File: src/rtl/pll_lock_reset_ctrl.sv
// rtl/pll_lock_reset_ctrl.sv - PLL lock supervisor and system reset sequencer
module pll_lock_reset_ctrl #(
    parameter int SYNC_STAGES    = 2,
    parameter int STABLE_CYCLES  = 1024,
    parameter int TIMEOUT_CYCLES = 270000,
    parameter int PLL_RST_CYCLES = 32,
    parameter int GLITCH_CYCLES  = 4,
    parameter int CNT_W          = 24
) (
    input  logic       clk,
    input  logic       rst,
    input  logic       lock_in,
    input  logic       clr_cnt,
    output logic       pll_rst_out,
    output logic       sys_rst_out,
    output logic       ready,
    output logic [7:0] loss_cnt,
    output logic [7:0] retry_cnt,
    output logic [1:0] state
);

    typedef enum logic [1:0] {
        S_PLLRST = 2'd0,
        S_WAIT   = 2'd1,
        S_STABLE = 2'd2,
        S_RUN    = 2'd3
    } state_t;

    localparam int GW = (GLITCH_CYCLES > 1) ? $clog2(GLITCH_CYCLES) : 1;

    localparam logic [CNT_W-1:0] C_PLL_LAST     = CNT_W'(PLL_RST_CYCLES - 1);
    localparam logic [CNT_W-1:0] C_TIMEOUT_LAST = CNT_W'(TIMEOUT_CYCLES - 1);
    localparam logic [CNT_W-1:0] C_STABLE_LAST  = CNT_W'(STABLE_CYCLES - 1);
    localparam logic [GW-1:0]    C_GLITCH_LAST  = GW'(GLITCH_CYCLES - 1);

    logic [SYNC_STAGES-1:0] r_sync;
    state_t                 r_state;
    logic [CNT_W-1:0]       r_cnt;
    logic [GW-1:0]          r_gcnt;
    logic                   r_pll_rst;
    logic                   r_sys_rst;
    logic                   r_ready;
    logic [7:0]             r_loss;
    logic [7:0]             r_retry;

    logic w_lock_s;
    logic w_retry_evt;
    logic w_loss_evt;

    assign w_lock_s    = r_sync[SYNC_STAGES-1];
    assign w_retry_evt = (r_state == S_WAIT) && !w_lock_s && (r_cnt == C_TIMEOUT_LAST);
    assign w_loss_evt  = (r_state == S_RUN) && !w_lock_s && (r_gcnt == C_GLITCH_LAST);

    always_ff @(posedge clk) begin
        if (rst) begin
            r_sync <= '0;
        end else begin
            r_sync <= {r_sync[SYNC_STAGES-2:0], lock_in};
        end
    end

    // Outputs are written alongside each transition so they switch on the same edge as the state.
    always_ff @(posedge clk) begin
        if (rst) begin
            r_state   <= S_PLLRST;
            r_cnt     <= '0;
            r_gcnt    <= '0;
            r_pll_rst <= 1'b1;
            r_sys_rst <= 1'b1;
            r_ready   <= 1'b0;
        end else begin
            case (r_state)
                S_PLLRST: begin
                    if (r_cnt == C_PLL_LAST) begin
                        r_state   <= S_WAIT;
                        r_cnt     <= '0;
                        r_pll_rst <= 1'b0;
                    end else begin
                        r_cnt <= r_cnt + 1'b1;
                    end
                end
                S_WAIT: begin
                    if (w_lock_s) begin
                        r_state <= S_STABLE;
                        r_cnt   <= '0;
                    end else if (w_retry_evt) begin
                        r_state   <= S_PLLRST;
                        r_cnt     <= '0;
                        r_pll_rst <= 1'b1;
                    end else begin
                        r_cnt <= r_cnt + 1'b1;
                    end
                end
                S_STABLE: begin
                    if (!w_lock_s) begin
                        r_state <= S_WAIT;
                        r_cnt   <= '0;
                    end else if (r_cnt == C_STABLE_LAST) begin
                        r_state   <= S_RUN;
                        r_cnt     <= '0;
                        r_gcnt    <= '0;
                        r_sys_rst <= 1'b0;
                        r_ready   <= 1'b1;
                    end else begin
                        r_cnt <= r_cnt + 1'b1;
                    end
                end
                S_RUN: begin
                    if (w_lock_s) begin
                        r_gcnt <= '0;
                    end else if (w_loss_evt) begin
                        r_state   <= S_PLLRST;
                        r_cnt     <= '0;
                        r_gcnt    <= '0;
                        r_pll_rst <= 1'b1;
                        r_sys_rst <= 1'b1;
                        r_ready   <= 1'b0;
                    end else begin
                        r_gcnt <= r_gcnt + 1'b1;
                    end
                end
                default: begin
                    r_state   <= S_PLLRST;
                    r_cnt     <= '0;
                    r_gcnt    <= '0;
                    r_pll_rst <= 1'b1;
                    r_sys_rst <= 1'b1;
                    r_ready   <= 1'b0;
                end
            endcase
        end
    end

    // A clear request beats a coincident increment.
    always_ff @(posedge clk) begin
        if (rst) begin
            r_loss  <= '0;
            r_retry <= '0;
        end else begin
            if (clr_cnt) begin
                r_loss <= '0;
            end else if (w_loss_evt && (r_loss != 8'hFF)) begin
                r_loss <= r_loss + 1'b1;
            end
            if (clr_cnt) begin
                r_retry <= '0;
            end else if (w_retry_evt && (r_retry != 8'hFF)) begin
                r_retry <= r_retry + 1'b1;
            end
        end
    end

    assign pll_rst_out = r_pll_rst;
    assign sys_rst_out = r_sys_rst;
    assign ready       = r_ready;
    assign loss_cnt    = r_loss;
    assign retry_cnt   = r_retry;
    assign state       = r_state;

endmodule

File: config.mk
export PLATFORM = sky130hd
export DESIGN_NAME = pll_lock_reset_ctrl
export DESIGN_NICKNAME = d
export VERILOG_FILES = /design/src/rtl/pll_lock_reset_ctrl.sv
export SDC_FILE = /design/constraint.sdc
export NUM_CORES = 1
export LEC_CHECK = 0
export CAP_MARGIN = 40
export CORE_ASPECT_RATIO = 1.25
export CORE_UTILIZATION = 40
export CTS_BUF_LIST = sky130_fd_sc_hd__clkbuf_8 sky130_fd_sc_hd__clkbuf_16
export CTS_CLUSTER_SIZE = 20
export DETAILED_ROUTE_END_ITERATION = 7
export PLACE_DENSITY = 0.68
export SYNTH_ARGS = -nofsm -noshare
export SYNTH_HDL_FRONTEND = slang
export SYNTH_SLANG_ARGS = --single-unit
export TNS_END_PERCENT = 50
File: constraint.sdc
create_clock -name clk -period 2.81 [get_ports clk]
set_clock_uncertainty 0.1 [all_clocks]
set_input_delay 0.281 -clock clk [delete_from_list [all_inputs] [get_ports clk]]
set_output_delay 0.281 -clock clk [all_outputs]
set_load 0.005 [all_outputs]
==> impl_metrics.py <==
metrics = {
    "critical_path": {
        "endpoint": "retry_cnt[7]",
        "critical_path_class": "reg -> reg",
        "cp.arrival_ps": 2640,
        "cp_cell_sequence": "ha_1 -> nor4bb_1 -> nand4_1 -> or4_4 -> nor3_4 -> a311oi_1 -> a41o_1",
        "reg2reg_depth": 7,
        "max_stage_delay_ps": 620,
        "startpoint": "r_cnt[0]",
        "setup.worst_path.end_class": "register",
        "cp-start-kind": "register",
        "r2r_slack_ps": 270,
        "critPathSlowestCell": "or4_4",
        "r2r_start": "r_cnt[0]",
        "cp_max_fo": 8,
        "reg2reg_to": "retry_cnt[7]",
        "critPathRequiredTime_ps": 2900,
    },
    "placement": {
        "dp_hpwl_mm": 3.53,
        "dpl_cell_area_um2": 2700,
        "io_buffers": 24,
        "place_ws_ps": 272,
        "gp_congestion": 0.854,
    },
    "finish": {
        "fin_area_um2": 2780,
        "syn2layout_area_growth_pct": 16.3,
        "layout-drive-gt1-share_pct": 7.67,
        "diodes": 0,
        "fin_nets": 322,
        "postLayoutCoreUtil_pct": 48.0,
    },
    "floorplan": {
        "die_w_um": 71.1,
        "die_height_um": 88.4,
        "die_area_um2": 6280,
        "rows": 31,
        "core_um2": 5780,
        "start_util_pct": 41.3,
        "ios": 25,
    },
    "global_route": {
        "grt_max_degree": 18,
        "antenna_found_initial": 0,
        "grt_use_total_pct": 16.8,
        "grt_pass1_wl_mm": 8.44,
        "overflow": 0,
        "first_global_vias": 1887,
    },
    "drt": {
        "drtIter0Drc": 115,
        "vias_per_cell": 5.35,
        "via_count": 2029,
        "drt-total-wl_mm": 4.70,
        "ant_nets": 0,
        "first_pass_iters": 6,
        "wl_per_cell_um": 12.4,
        "drc": 10,
    },
    "min_path": {
        "hp-class": "reg -> reg",
    },
    "sta": {
        "fmax_mhz": 393,
        "final_max_slew_viol_count": 0,
        "rsz0062_at_grt": "false",
        "fin_tns_setup_ps": 0,
        "finalCritPeriodShare_pct": 90.5,
        "worstMarginPinSlew_ps": 580,
        "max_slew_margin_pct": 61.3,
        "min_period_ps": 2540,
        "fin_ws_ps": 267,
        "setup_viol": 0,
        "hold_violations": 0,
    },
    "clock_network": {
        "h-tree-depth": 2,
        "ctsResizeCount": 0,
        "clkTransAtPathRegs_ps": 80,
        "cts_made_buffers": 5,
        "clk_latency_ps": 290,
        "cts_buffer_depth": 2,
        "post_cts_buffers": 0,
        "cts_tree": "yes",
        "clock-sinks": 49,
        "postCtsHoldBufs": 0,
        "clock-root-buffer": "clkbuf_8",
    },
    "status": {
        "failed_checks": "DRC",
        "status": "finished with violations",
    },
    "yosys": {
        "ys_seq_elements": 49,
        "synth_ff_type": "dfxtp_1",
        "seq_area_frac_synth_pct": 41.1,
        "syn_nets": 295,
        "syn_area_per_cell_um2": 8.31,
        "synth_edf_count": 0,
        "synthCells": 287,
        "yosys_warnings": 0,
        "synth_cell_types": 43,
        "syn_area_um2": 2390,
        "async_reset_ff_share_pct": 0,
    },
    "power": {
        "p_leak_nw": 0.930,
        "peakVddDrop_mv": 0.272,
        "power.density_nw_per_um2": 428,
    },
    "run": {
        "cap_viol_max_count": 0,
    },
}
[final cells by class]
class	instances	area, um2
Fill cell	566	3000
Multi-Input combinational cell	218	1310
Sequential cell	49	981
Timing Repair Buffer	31	293
Tap cell	66	82.6
Clock buffer	5	68.8
Inverter	9	36.3
Clock inverter	1	5.00
[cells in the final DEF, fill, tap and decap left out, types with 3 or more instances in the layout]
cell,netlist,routed
a21oi_1,7,7
nand3b_1,4,4
xnor2_1,21,21
nand4_1,11,11
nand2_1,26,26
nor2_1,53,53
nand3_1,16,16
buf_4,0,7
a31oi_1,6,6
clkbuf_8,0,5
and3_1,6,6
inv_1,8,8
or2_2,3,3
nor3_1,12,12
o21a_1,3,3
o21ai_0,7,7
clkdlybuf4s50_1,0,24
dfxtp_1,49,49
ha_1,4,4
nor4_1,4,4
xor2_1,6,6
[routing by layer]
metal / track usage, % / wire, um / share of wire (%)
met1: 19.9 / 2090 / 44
met2: 30.7 / 2350 / 50
met5: 0 / 0 / 0
met3: 3.30 / 194 / 4.1
met4: 5.64 / 64 / 1.4
[Yosys cell counts, types with 3 or more instances]
cell type,n,area share [%]
clkbuf_1,6,0.94
nand3_1,16,3.4
inv_1,8,1.3
dfxtp_1,49,41
nand2_1,26,4.1
nor3_1,12,2.5
or2_2,3,0.79
o21a_1,3,0.94
nand3b_1,4,1.3
buf_2,3,0.63
a21oi_1,7,1.5
xnor2_1,21,7.7
a31oi_1,6,1.6
ha_1,4,2.1
nand4_1,11,2.9
nor4_1,4,1.0
and3_1,6,1.6
o21ai_0,7,1.5
nor2_1,53,8.3
xor2_1,6,2.2
[kinds of logic after synthesis]
group,share of synthesized area (%)
buf+inv,4.04
flops,41.1
compound gates,8.91
fa+ha+maj,2.10
xor+xnor,9.91
simple gates,33.1
mux,0.839
[registers in the layout, summed over array words and instances (netlist names)]
| name | cells |
|---|---|
| r_cnt | 24 |
| loss_cnt | 8 |
| retry_cnt | 8 |
| r_gcnt | 2 |
| r_sync | 2 |
| state | 2 |
| pll_rst_out | 1 |
| ready | 1 |
| sys_rst_out | 1 |
[critical path: cells and delay by family, from the launching register on]
family,cells,cell delay [ps]
and+or+nand+nor,4,1430
AOI/OAI and AO/OA,2,330
DFF,1,380
adders and majority gates,1,220
[worst min path at each step]
stage / startpoint / slack, ps / to / depth (start not counted)
floorplan: lock_in / 310 / r_sync[0] / 1
global placement: r_sync[0] / 330 / r_sync[1] / 1
detailed placement: r_sync[0] / 340 / r_sync[1] / 1
CTS: r_sync[0] / 360 / r_sync[1] / 1
global route: r_sync[0] / 400 / r_sync[1] / 1
finish: r_sync[0] / 360 / r_sync[1] / 1
[power by group]
part	switching (W)	internal (W)	total (W)
sequential	0.0000103	0.000704	0.000715
combinational	0.0000570	0.0000414	0.0000984
clock	0.000211	0.000164	0.000375
total	0.000278	0.000910	0.00119
[through the flow]
step	instances	hold slack (ps)	power, W
floorplan	287	309	0.000799
global placement	373	334	0.000829
detailed placement	373	340	0.000831
CTS	379	361	0.00121
global route	379	396	0.00125
finish	379	363	0.00119
Power figures use the tool's default switching activity.
